`src/rtl/recip_sched.sv`:
```
// Round-robin scheduler sharing one external combinational reciprocal unit among NUM_REQ lanes.
// Optional build macro RECIP_ZERO_GUARD_EN saturates the result and flags zero operands.
`timescale 1ns/1ps

module recip_sched #(
    parameter int NUM_REQ = 4,
    parameter int DW      = 18,
    parameter int RW      = 36,
    parameter int IDW     = $clog2(NUM_REQ)
) (
    input  logic                  i_clk,
    input  logic                  i_rst,
    input  logic [NUM_REQ-1:0]    i_req_valid,
    input  logic [NUM_REQ*DW-1:0] i_req_data,
    output logic [NUM_REQ-1:0]    o_req_ready,
    output logic [DW-1:0]         o_recip_data,
    input  logic [RW-1:0]         i_recip_res,
    output logic                  o_rsp_valid,
    input  logic                  i_rsp_ready,
    output logic [RW-1:0]         o_rsp_data,
    output logic [IDW-1:0]        o_rsp_id,
    output logic                  o_rsp_divzero,
    output logic                  o_busy
);

    logic           s1_v;
    logic [DW-1:0]  s1_data;
    logic [IDW-1:0] s1_id;
    logic [IDW-1:0] ptr;

    logic           s2_free;
    logic           s1_adv;
    logic           s1_free;
    logic           gnt_found;
    logic [IDW-1:0] gnt_idx;
    logic [IDW:0]   cand;
    logic           accept;
    logic [DW-1:0]  gnt_data;
    logic [RW-1:0]  rsp_next;

    assign s2_free = ~o_rsp_valid | i_rsp_ready;
    assign s1_adv  = s1_v & s2_free;
    assign s1_free = ~s1_v | s1_adv;

    // Search starts at ptr and wraps; cand is one bit wider so ptr+i cannot overflow.
    always_comb begin
        gnt_found = 1'b0;
        gnt_idx   = '0;
        cand      = '0;
        for (int i = 0; i < NUM_REQ; i++) begin
            cand = {1'b0, ptr} + (IDW+1)'(i);
            if (cand >= (IDW+1)'(NUM_REQ))
                cand = cand - (IDW+1)'(NUM_REQ);
            if (!gnt_found && i_req_valid[cand[IDW-1:0]]) begin
                gnt_found = 1'b1;
                gnt_idx   = cand[IDW-1:0];
            end
        end
    end

    assign o_req_ready = (s1_free && gnt_found) ? (NUM_REQ'(1) << gnt_idx) : '0;
    assign accept      = s1_free & gnt_found;
    assign gnt_data    = i_req_data[gnt_idx*DW +: DW];

    always_ff @(posedge i_clk or posedge i_rst) begin
        if (i_rst) begin
            s1_v    <= 1'b0;
            s1_data <= '0;
            s1_id   <= '0;
            ptr     <= '0;
        end else if (accept) begin
            s1_v    <= 1'b1;
            s1_data <= gnt_data;
            s1_id   <= gnt_idx;
            ptr     <= (gnt_idx == IDW'(NUM_REQ-1)) ? '0 : gnt_idx + IDW'(1);
        end else begin
            s1_v    <= s1_v & ~s1_adv;
        end
    end

    assign o_recip_data = s1_data;

`ifdef RECIP_ZERO_GUARD_EN
    logic s1_zero;

    always_ff @(posedge i_clk or posedge i_rst) begin
        if (i_rst)
            s1_zero <= 1'b0;
        else if (accept)
            s1_zero <= (gnt_data == '0);
    end

    assign rsp_next = s1_zero ? {RW{1'b1}} : i_recip_res;

    always_ff @(posedge i_clk or posedge i_rst) begin
        if (i_rst)
            o_rsp_divzero <= 1'b0;
        else if (s1_adv)
            o_rsp_divzero <= s1_zero;
    end
`else
    assign rsp_next      = i_recip_res;
    assign o_rsp_divzero = 1'b0;
`endif

    // Output register holds while the consumer stalls, so data/id stay stable.
    always_ff @(posedge i_clk or posedge i_rst) begin
        if (i_rst) begin
            o_rsp_valid <= 1'b0;
            o_rsp_data  <= '0;
            o_rsp_id    <= '0;
        end else if (s1_adv) begin
            o_rsp_valid <= 1'b1;
            o_rsp_data  <= rsp_next;
            o_rsp_id    <= s1_id;
        end else if (s2_free) begin
            o_rsp_valid <= 1'b0;
        end
    end

    assign o_busy = s1_v | o_rsp_valid;

endmodule
```
`config.mk`:
```
export PLATFORM = sky130hd
export DESIGN_NAME = recip_sched
export DESIGN_NICKNAME = d
export VERILOG_FILES = /design/src/rtl/recip_sched.sv
export SDC_FILE = /design/constraint.sdc
export NUM_CORES = 1
export LEC_CHECK = 0
export BUFFER_PORTS_ARGS = -buffer_cell sky130_fd_sc_hd__buf_2
export CAP_MARGIN = 40
export CORE_MARGIN = 5
export CORE_UTILIZATION = 30
export CTS_BUF_LIST = sky130_fd_sc_hd__clkbuf_4 sky130_fd_sc_hd__clkbuf_8
export DETAILED_ROUTE_END_ITERATION = 8
export PLACE_DENSITY = 0.56
export RECOVER_POWER = 100
export SLEW_MARGIN = 30
export SYNTH_ARGS = -nofsm -noshare
export SYNTH_HDL_FRONTEND = slang
export SYNTH_SLANG_ARGS = --single-unit
export TNS_END_PERCENT = 50
```
`constraint.sdc`:
```
create_clock -name i_clk -period 2 [get_ports i_clk]
set_clock_uncertainty 0.15 [all_clocks]
set_input_delay 0.1 -clock i_clk [delete_from_list [all_inputs] [get_ports i_clk]]
set_output_delay 0.1 -clock i_clk [all_outputs]
set_load 0.005 [all_outputs]
```
==> results of run 1 <==
-- placed cells by master, fill, tap and decap left out, drive strengths merged, types with 2 or more instances in the layout --
master / instances
buf: 148
dlygate4sd3: 73
dfrtp: 62
clkbuf: 60
mux2: 38
nor2: 24
a21oi: 23
o21ai: 22
a221oi: 19
and3: 18
a21boi: 18
nand2: 12
nor2b: 5
o22ai: 4
nand2b: 3
inv: 3
nor3: 3
clkinv: 3
o221a: 2
clkinvlp: 2
a211o: 2
-- logic make-up after synthesis --
group | Yosys count | share of synthesized area [%]
AOI/OAI and AO/OA | 93 | 20.8
and+or+nand+nor | 69 | 11.1
DFF | 62 | 49.5
muxes | 39 | 14.0
buffers and inverters | 26 | 4.55
other | 1 | 0.120
-- layer usage --
layer | wire length (um) | vias up | GRT usage, %
li1 | - | 1591 | -
met1 | 4880 | 1569 | 21.6
met3 | 975 | 18 | 6.20
met4 | 250 | 0 | 6.09
met5 | 0 | - | 0
met2 | 5390 | 161 | 28.9
-- area by class of cell --
class,count,area (um2),share of cell area (%)
clock buffers,9,124,2.39
clock inverters,6,63.8,1.23
inverters,3,11.3,0.217
multi-input cells,203,1530,29.5
flip-flops and latches,62,1550,30.0
well taps,136,170,3.28
repair buffers,272,1740,33.5
-- synth_stat cells (4+ instances only) --
master | count | area, um2
sky130_fd_sc_hd__and3_1 | 18 | 113
sky130_fd_sc_hd__a21oi_1 | 23 | 115
sky130_fd_sc_hd__nor2_1 | 24 | 90.1
sky130_fd_sc_hd__o21ai_1 | 14 | 70.1
sky130_fd_sc_hd__buf_2 | 12 | 60.1
sky130_fd_sc_hd__mux2_2 | 38 | 428
sky130_fd_sc_hd__a221oi_1 | 16 | 140
sky130_fd_sc_hd__clkbuf_1 | 6 | 22.5
sky130_fd_sc_hd__dfrtp_1 | 62 | 1550
sky130_fd_sc_hd__nand2_1 | 12 | 45.0
sky130_fd_sc_hd__a21boi_1 | 18 | 135
sky130_fd_sc_hd__o21ai_0 | 7 | 35.0
sky130_fd_sc_hd__o22ai_1 | 4 | 25.0
-- worst reg2reg max path, delay by kind of cell (launching register included) --
kind	cells	cell delay (ns)
buffers and inverters	2	0.37
AOI/OAI and AO/OA	3	0.62
DFF	1	0.43
and+or+nand+nor	2	0.16
-- worst paths after layout --
| path | slack (ns) | depth (start not counted) | from | to |
|---|---|---|---|---|
| setup reg to reg | 0.15 | 7 | ptr[1] | o_recip_data[15] |
| hold reg to reg | 0.33 | 1 | s1_id[0] | s1_id[0] |
| max in group asynchronous | 0.65 | 4 | i_rst | ptr[1] |
| min in group asynchronous | 0.45 | 4 | i_rst | o_rsp_data[25] |
| hold / removal | 0.02 | 4 | i_req_data[64] | o_recip_data[10] |
| setup / recovery | 0.07 | 6 | ptr[1] | o_req_ready[2] |
-- where the power goes --
part	leakage [nW]	switching (mW)	internal (mW)
clock network	0.0911	0.509	0.566
registers	0.714	0.125	1.46
logic	1.57	0.652	0.666
total	2.37	1.29	2.70
-- registers in the layout (all words and copies together), names as in the netlist --
register / flops
s1_v: 1
ptr: 2
s1_id: 2
o_rsp_valid: 1
o_rsp_data: 36
o_rsp_id: 2
o_recip_data: 18
-- timing repair --
| item | 4_1_cts | 5_1_grt |
|---|---|---|
| gates cloned | 1 | 0 |
| pin swaps | 2 | 5 |
| hold buffers | 73 | 0 |
| endpoints found under the hold margin | 117 | 0 |
| endpoints found under the setup margin | 2 | 3 |
| buffers inserted | 2 | 3 |
| gates resized for setup | 7 | 10 |
==> impl_metrics.json, run 1 <==
{
  "antenna_found_initial": 0,
  "worst_slew_pin_slew_ns": 0.866,
  "finalNonFillerCells": 691,
  "route.vias.total": 3339,
  "critical_path_required_ns": 1.75,
  "delay_heaviest_family_cp": "flip-flops",
  "power.density_nw_per_um2": 768,
  "critical_path_cell_by_cell": "buf_6 -> mux2i_4 -> o2bb2ai_4 -> nor2_4 -> nor3_2 -> buf_2",
  "netlist_instances": 290,
  "timing.slew.headroom_pct": 42.2,
  "detailedPlacementHpwl_mm": 7.79,
  "end_kind": "primary output",
  "critical-path-max-stage-delay_ns": 0.46,
  "ctsRootBufferMaster": "sky130_fd_sc_hd__clkbuf_8",
  "maximum_number_of_pins_on_one_net_before_global_route_repair": 63,
  "detailedRoute.firstIterationViolations": 211,
  "ios": 178,
  "floorplan.initialDensity_pct": 30.5,
  "cp.arrival_ns": 1.68,
  "dieWidth_um": 112,
  "critical_path_class": "reg2out",
  "routedWlPerCell_um": 16.6,
  "num_antenna_cells": 0,
  "placed_cell_area_um2": 4230,
  "ir_drop_mv": 0.288,
  "grt_overflow": 0,
  "p_total_mw": 3.98,
  "number_of_buffers_on_the_longest_clock_path": 2,
  "minimum_setup_slack_in_the_final_design_ns": 0.0681,
  "mappedNetlistNets": 405,
  "drv_cap": 0,
  "synth_enable_flop_cells": 0,
  "critPathSlowestCell": "sky130_fd_sc_hd__dfrtp_2",
  "cts-htree-levels": 3,
  "core_um2": 10300,
  "yosys_warnings": 0,
  "fin_util_pct": 50.5,
  "routabilityCongestion": 0.828,
  "report.final.hold_viol_count": 0,
  "avgViaCountPerCell": 4.83,
  "post_synth.cell_area_avg_um2": 10.8,
  "filler_cell_count": 950,
  "tritoncts": "built",
  "preCtsSetupSlack_ns": 0.100,
  "antenna_violating_nets_post_route": 0,
  "layout.cell_area.non_filler_um2": 5190,
  "dr.pass1.iters": 4,
  "p_leak_nw": 2.37,
  "synth_cell_types": 35,
  "postSynth.asyncResetShare_pct": 100,
  "max_freq_ghz": 0.518,
  "final_layout_size_suffix_gt1_share_pct": 41.6,
  "fp.dieArea_um2": 12600,
  "timing.critical_path.buf_inv": 2,
  "first_global_vias": 3466,
  "synthFlopType": "sky130_fd_sc_hd__dfrtp_1",
  "slew_violations": 0,
  "gr-usage-all-layers_pct": 17.6,
  "standard_cell_row_count": 37,
  "worst-path-max-fanout": 7,
  "final_min_period_over_clock_period_pct": 96.6,
  "nets": 666,
  "min_period_ns": 1.93,
  "post-route-drc-count": 0,
  "synth_seq_cells": 62,
  "setup_viol_count_final": 0,
  "cts_num_sinks": 62,
  "syn2layout_area_growth_pct": 65.4,
  "synth_seq_area_share_pct": 49.5,
  "wire_length_of_the_first_global_routing_pass_mm": 17.8,
  "synthesis.area_um2": 3140,
  "clkLatencyLatePin_ns": 0.33,
  "clk_pin_slew_worst_paths_ns": 0.08,
  "outcome": "complete, no violations",
  "routed_wirelength_mm": 11.5,
  "hold_class": "in2reg",
  "rsz_0062_raised_after_global_routing": "yes",
  "setup.worst_path.start_class": "flip-flop",
  "fin_tns_setup_ns": 0,
  "numPortBuffers": 176,
  "number_of_buffers_inserted_during_clock_tree_synthesis": 9,
  "die_h_um": 112,
  "hold_slack_ns": 0.0209,
  "numPlacedInstances": 597
}
No activity file was read; power rests on OpenSTA's default activity.
==> run 2: changes to the inputs <==
CORE_ASPECT_RATIO = 1.2   (was default)
RECOVER_POWER = 50   (was 100)
==> run 2 against run 1 <==
Via count fell by 2.0%; global-route usage rose by 0.19 points; cell area rose by 2.1%; utilization rose by 0.61 points; flip-flop and latch count did not move; count of clock-buffer cells in the layout rose by 1; final cell count fell by 0.72%; die area barely moved; clock power rose by 15%; sequential share of layout area fell by 0.63 points; largest power group unchanged.
==> impl_metrics.json, run 2 (synthesis results as in run 1) <==
{
  "core_um2": 10400,
  "clk_pin_slew_worst_paths_ns": 0.07,
  "worst_slew_pin_slew_ns": 1.15,
  "gr-usage-all-layers_pct": 17.8,
  "multiInputGateArea_um2": 1570,
  "setup_viol_count_final": 0,
  "min_period_ns": 1.95,
  "end_kind": "primary output",
  "setup.worst_path.start_class": "flip-flop",
  "layout.cell_area.non_filler_um2": 5290,
  "fin_util_pct": 51.1,
  "dr.max_layer_used": "met4",
  "cp-startpoint": "ptr[1]",
  "timing.critical_path.buf_inv": 4,
  "p_leak_nw": 2.42,
  "maximum_number_of_pins_on_one_net_before_global_route_repair": 39,
  "worst-path-max-fanout": 6,
  "critical-path-max-stage-delay_ns": 0.43,
  "die_h_um": 122,
  "nets": 667,
  "max_freq_ghz": 0.513,
  "preCtsSetupSlack_ns": 0.0351,
  "minimum_setup_slack_in_the_final_design_ns": 0.0505,
  "wire_length_of_the_first_global_routing_pass_mm": 17.3,
  "timing.slew.headroom_pct": 23.2,
  "post-route-drc-count": 0,
  "routabilityCongestion": 0.751,
  "hold_slack_ns": 0.0210,
  "detailedRoute.firstIterationViolations": 74,
  "floorplan.initialDensity_pct": 30.3,
  "critical_path_cell_by_cell": "buf_6 -> clkinvlp_4 -> o2bb2ai_2 -> buf_4 -> nor4_4 -> buf_2",
  "cts_num_sinks": 62,
  "routed_wirelength_mm": 11.4,
  "largest-register": "o_rsp_data",
  "critical_path_required_ns": 1.75,
  "delay_heaviest_family_cp": "buffers and inverters",
  "hp-start": "i_req_data[64]",
  "power.density_nw_per_um2": 792,
  "layout_common_cells": "sky130_fd_sc_hd__buf_2, sky130_fd_sc_hd__dlygate4sd3_1, sky130_fd_sc_hd__dfrtp_1, sky130_fd_sc_hd__clkbuf_1, sky130_fd_sc_hd__mux2_2",
  "numPlacedInstances": 587,
  "fin_tns_setup_ns": 0,
  "grt_overflow": 0,
  "cts-htree-levels": 3,
  "slew_violations": 0,
  "ios": 178,
  "filler_cell_count": 953,
  "p_total_mw": 4.19,
  "rsz_0062_raised_after_global_routing": "yes",
  "cp.arrival_ns": 1.70,
  "route.vias.total": 3273,
  "hold_class": "in2reg",
  "number_of_buffers_on_the_longest_clock_path": 2,
  "met2RoutedLength_mm": 5.53,
  "syn2layout_area_growth_pct": 68.8,
  "fp.dieArea_um2": 12600,
  "clkLatencyLatePin_ns": 0.35,
  "standard_cell_row_count": 41,
  "first_global_vias": 3554,
  "critical_path_class": "reg2out",
  "finalNonFillerCells": 686,
  "layout_commonest_cell": "sky130_fd_sc_hd__buf_2",
  "dr.pass1.iters": 4,
  "outcome": "complete, no violations",
  "num_antenna_cells": 0,
  "r2r_start": "ptr[1]",
  "route.met3.wl_mm": 1.05,
  "antenna_violating_nets_post_route": 0,
  "placed_cell_area_um2": 4200,
  "final_layout_size_suffix_gt1_share_pct": 43.3,
  "number_of_buffers_inserted_during_clock_tree_synthesis": 9,
  "critPathSlowestCell": "sky130_fd_sc_hd__dfrtp_1",
  "final-seq-area_um2": 1550,
  "numPortBuffers": 176,
  "report.final.hold_viol_count": 0,
  "detailedPlacementHpwl_mm": 7.54,
  "final_min_period_over_clock_period_pct": 97.5,
  "ctsRootBufferMaster": "sky130_fd_sc_hd__clkbuf_8",
  "tritoncts": "built",
  "avgViaCountPerCell": 4.77,
  "routedWlPerCell_um": 16.6,
  "drv_cap": 0,
  "largest_register_ffs": 36,
  "ir_drop_mv": 0.327,
  "met1_length_mm": 4.62,
  "dieWidth_um": 103,
  "antenna_found_initial": 0
}
run 2: cell types whose count changed in the layout (fill, tap and decap cells not counted), moves of 3 or more:
cell / delta
sky130_fd_sc_hd__a221oi_1: -7
sky130_fd_sc_hd__a221oi_2: +7
sky130_fd_sc_hd__buf_2: +5
sky130_fd_sc_hd__clkbuf_1: -5
sky130_fd_sc_hd__clkbuf_2: -3
run 2: timing repair:
action,CTS,global route
buffers inserted,5,2
gates cloned,2,0
pin swaps,3,0
hold endpoints to repair,81,0
hold buffers,74,0
gates resized for setup,6,16
setup endpoints to repair,2,16
run 2: path summary, 6_finish.rpt:
check / endpoint / slack, ns / cells past startpoint
setup / recovery: o_req_ready[3] / 0.05 / 6
hold / removal: o_recip_data[10] / 0.02 / 4
setup reg to reg: o_recip_data[12] / 0.09 / 7
hold reg to reg: s1_id[0] / 0.33 / 1
max in group asynchronous: o_rsp_data[13] / 0.44 / 4
min in group asynchronous: s1_v / 0.45 / 3
run 2: area by class of cell:
class	instances	area share, %
Sequential cell	62	29.3
Clock inverter	6	1.61
Multi-Input combinational cell	204	29.6
Clock buffer	10	2.60
Tap cell	129	3.05
Inverter	3	0.284
Timing Repair Buffer	272	33.5
run 2: tightest hold or removal path, cell delays in order:
cell and delay (ns):
sky130_fd_sc_hd__buf_2 0.07, sky130_fd_sc_hd__and3_1 0.13, sky130_fd_sc_hd__o21ai_1 0.07, sky130_fd_sc_hd__a21oi_1 0.11
run 2: where the power goes:
group / switching, mW / internal [mW] / total [mW]
combinational: 0.676 / 0.682 / 1.36
sequential: 0.126 / 1.46 / 1.59
clock: 0.513 / 0.730 / 1.24
total: 1.31 / 2.88 / 4.19
run 2: layer usage:
metal / vias to the layer above / global-route usage (%)
li1: 1593 / -
met1: 1506 / 20.6
met2: 156 / 31.1
met3: 18 / 4.12
met4: 0 / 7.45
met5: - / 0
==> run 3: changes to the inputs <==
CORE_UTILIZATION = 49   (was 30)
PLACE_DENSITY = 0.86   (was 0.56)
clock period = 2.5 ns   (was 2 ns; I/O delays follow)
==> run 3 against run 2 <==
Register-to-register slack got worse by 0.04 ns; worst setup slack got worse by 0.0039 ns; non-clock buffer count fell by 16; sequential share of layout area rose by 1.8 points; first-iteration DRC count rose by 99%; highest routed layer unchanged.
==> impl_metrics.json, run 3 (synthesis results as in run 1) <==
{
  "number_of_buffers_on_the_longest_clock_path": 2,
  "setup_viol_count_final": 0,
  "p_leak_nw": 2.36,
  "fp.dieArea_um2": 8110,
  "setup.worst_path.start_class": "flip-flop",
  "timing.slew.headroom_pct": 36.6,
  "dieWidth_um": 83.0,
  "ir_drop_mv": 0.381,
  "critical_path_class": "reg2reg",
  "clk_pin_slew_worst_paths_ns": 0.07,
  "cts_num_sinks": 62,
  "power.density_nw_per_um2": 628,
  "critPathSlowestCell": "sky130_fd_sc_hd__dlygate4sd3_1",
  "largest_register_ffs": 36,
  "report.final.hold_viol_count": 0,
  "timing.critical_path.buf_inv": 2,
  "final_layout_size_suffix_gt1_share_pct": 43.2,
  "die_h_um": 97.6,
  "standard_cell_row_count": 32,
  "numPortBuffers": 176,
  "p_total_mw": 3.13,
  "hold_slack_ns": 0.0685,
  "final_min_period_over_clock_period_pct": 98.1,
  "worst_slew_pin_slew_ns": 0.951,
  "antenna_found_initial": 0,
  "finalNonFillerCells": 624,
  "layout_commonest_cell": "sky130_fd_sc_hd__buf_2",
  "delay_heaviest_family_cp": "buffers and inverters",
  "number_of_buffers_inserted_during_clock_tree_synthesis": 9,
  "postCtsSetupRepairBufs": 0,
  "num_antenna_cells": 0,
  "grt_overflow": 0,
  "critical_path_required_ns": 2.56,
  "cp.arrival_ns": 2.51,
  "critical-path-max-stage-delay_ns": 0.61,
  "maximum_number_of_pins_on_one_net_before_global_route_repair": 63,
  "core_um2": 6330,
  "routed_wirelength_mm": 11.3,
  "slew_violations": 0,
  "worst-path-max-fanout": 11,
  "dr.pass1.iters": 5,
  "clkLatencyLatePin_ns": 0.33,
  "fin_tns_setup_ns": 0,
  "detailedPlacementHpwl_mm": 6.65,
  "floorplan.initialDensity_pct": 49.6,
  "outcome": "complete, no violations",
  "fin_util_pct": 78.8,
  "routedWlPerCell_um": 18.1,
  "route.vias.total": 3474,
  "placed_cell_area_um2": 4040,
  "drv_cap": 0,
  "gr-usage-all-layers_pct": 27.8,
  "largest-register": "o_rsp_data",
  "hold_class": "in2reg",
  "minimum_setup_slack_in_the_final_design_ns": 0.0465,
  "post-route-drc-count": 0,
  "cts-htree-levels": 3,
  "nets": 650,
  "numPlacedInstances": 533,
  "max_freq_ghz": 0.408,
  "tritoncts": "built",
  "wire_length_of_the_first_global_routing_pass_mm": 18.1,
  "antenna_violating_nets_post_route": 0,
  "rsz_0062_raised_after_global_routing": "yes",
  "ios": 178,
  "end_kind": "flip-flop",
  "first_global_vias": 3542,
  "critical_path_cell_by_cell": "clkinvlp_4 -> o221a_2 -> a221oi_1 -> dlygate4sd3_1 -> a21oi_1",
  "detailedRoute.firstIterationViolations": 147,
  "ctsRootBufferMaster": "sky130_fd_sc_hd__clkbuf_8",
  "routabilityCongestion": 0.916,
  "min_period_ns": 2.45,
  "syn2layout_area_growth_pct": 59.1,
  "avgViaCountPerCell": 5.57,
  "layout.cell_area.non_filler_um2": 4990,
  "preCtsSetupSlack_ns": 0.431,
  "layout_common_cells": "sky130_fd_sc_hd__buf_2, sky130_fd_sc_hd__dlygate4sd3_1, sky130_fd_sc_hd__dfrtp_1, sky130_fd_sc_hd__mux2_2, sky130_fd_sc_hd__nor2_1"
}
==> run 3: changes by cell type in the layout (fill, tap and decap cells not counted), sizes merged <==
cell,before,now
clkinvlp,3,2
inv,2,1
bufinv,2,1
buf,157,163
a211o,2,1
clkbuf,51,30
clkinv,2,3
==> run 3: cell type report <==
class | instances | area [um2]
clock buffers | 11 | 145
clock inverters | 4 | 47.5
fillers | 388 | 1340
inverters | 3 | 15.0
multi-input cells | 203 | 1470
flip-flops and latches | 62 | 1550
well taps | 85 | 106
repair buffers | 256 | 1650
==> run 3: worst register-to-register path, cell delays in order, from the launching register on <==
cell,delay [ns]
sky130_fd_sc_hd__dfrtp_2,0.49
sky130_fd_sc_hd__clkinvlp_4,0.25
sky130_fd_sc_hd__o221a_2,0.40
sky130_fd_sc_hd__a221oi_1,0.37
sky130_fd_sc_hd__dlygate4sd3_1,0.61
sky130_fd_sc_hd__a21oi_1,0.07
==> run 3: final timing paths <==
check                      cells after the start          endpoint  slack (ns)      startpoint
max                                            5  o_recip_data[13]        0.05          ptr[1]
max in group asynchronous                      5   o_recip_data[9]        0.53           i_rst
min                                            4  o_recip_data[16]        0.07  i_req_data[70]
min reg2reg                                    2          s1_id[1]        0.33        s1_id[1]
min in group asynchronous                      4          s1_id[0]        0.46           i_rst
max reg2reg                                    5  o_recip_data[13]        0.05          ptr[1]
==> run 3: what timing repair did <==
item,CTS,global route
endpoints found under the hold margin,118,0
endpoints found under the setup margin,0,5
hold buffers,74,0
gates resized for setup,0,5
==> run 3: layer usage <==
metal | GRT usage (%) | vias up | part of all wire [%]
met5 | 0 | - | 0
met3 | 9.41 | 50 | 12
met2 | 43.9 | 283 | 47
li1 | - | 1560 | -
met4 | 15.3 | 0 | 4.7
met1 | 33.2 | 1581 | 37
==> run 3: report_power, final <==
part | leakage [nW] | switching [mW] | internal (mW)
Sequential | 0.715 | 0.117 | 1.17
Combinational | 1.55 | 0.497 | 0.488
Clock | 0.0986 | 0.371 | 0.490
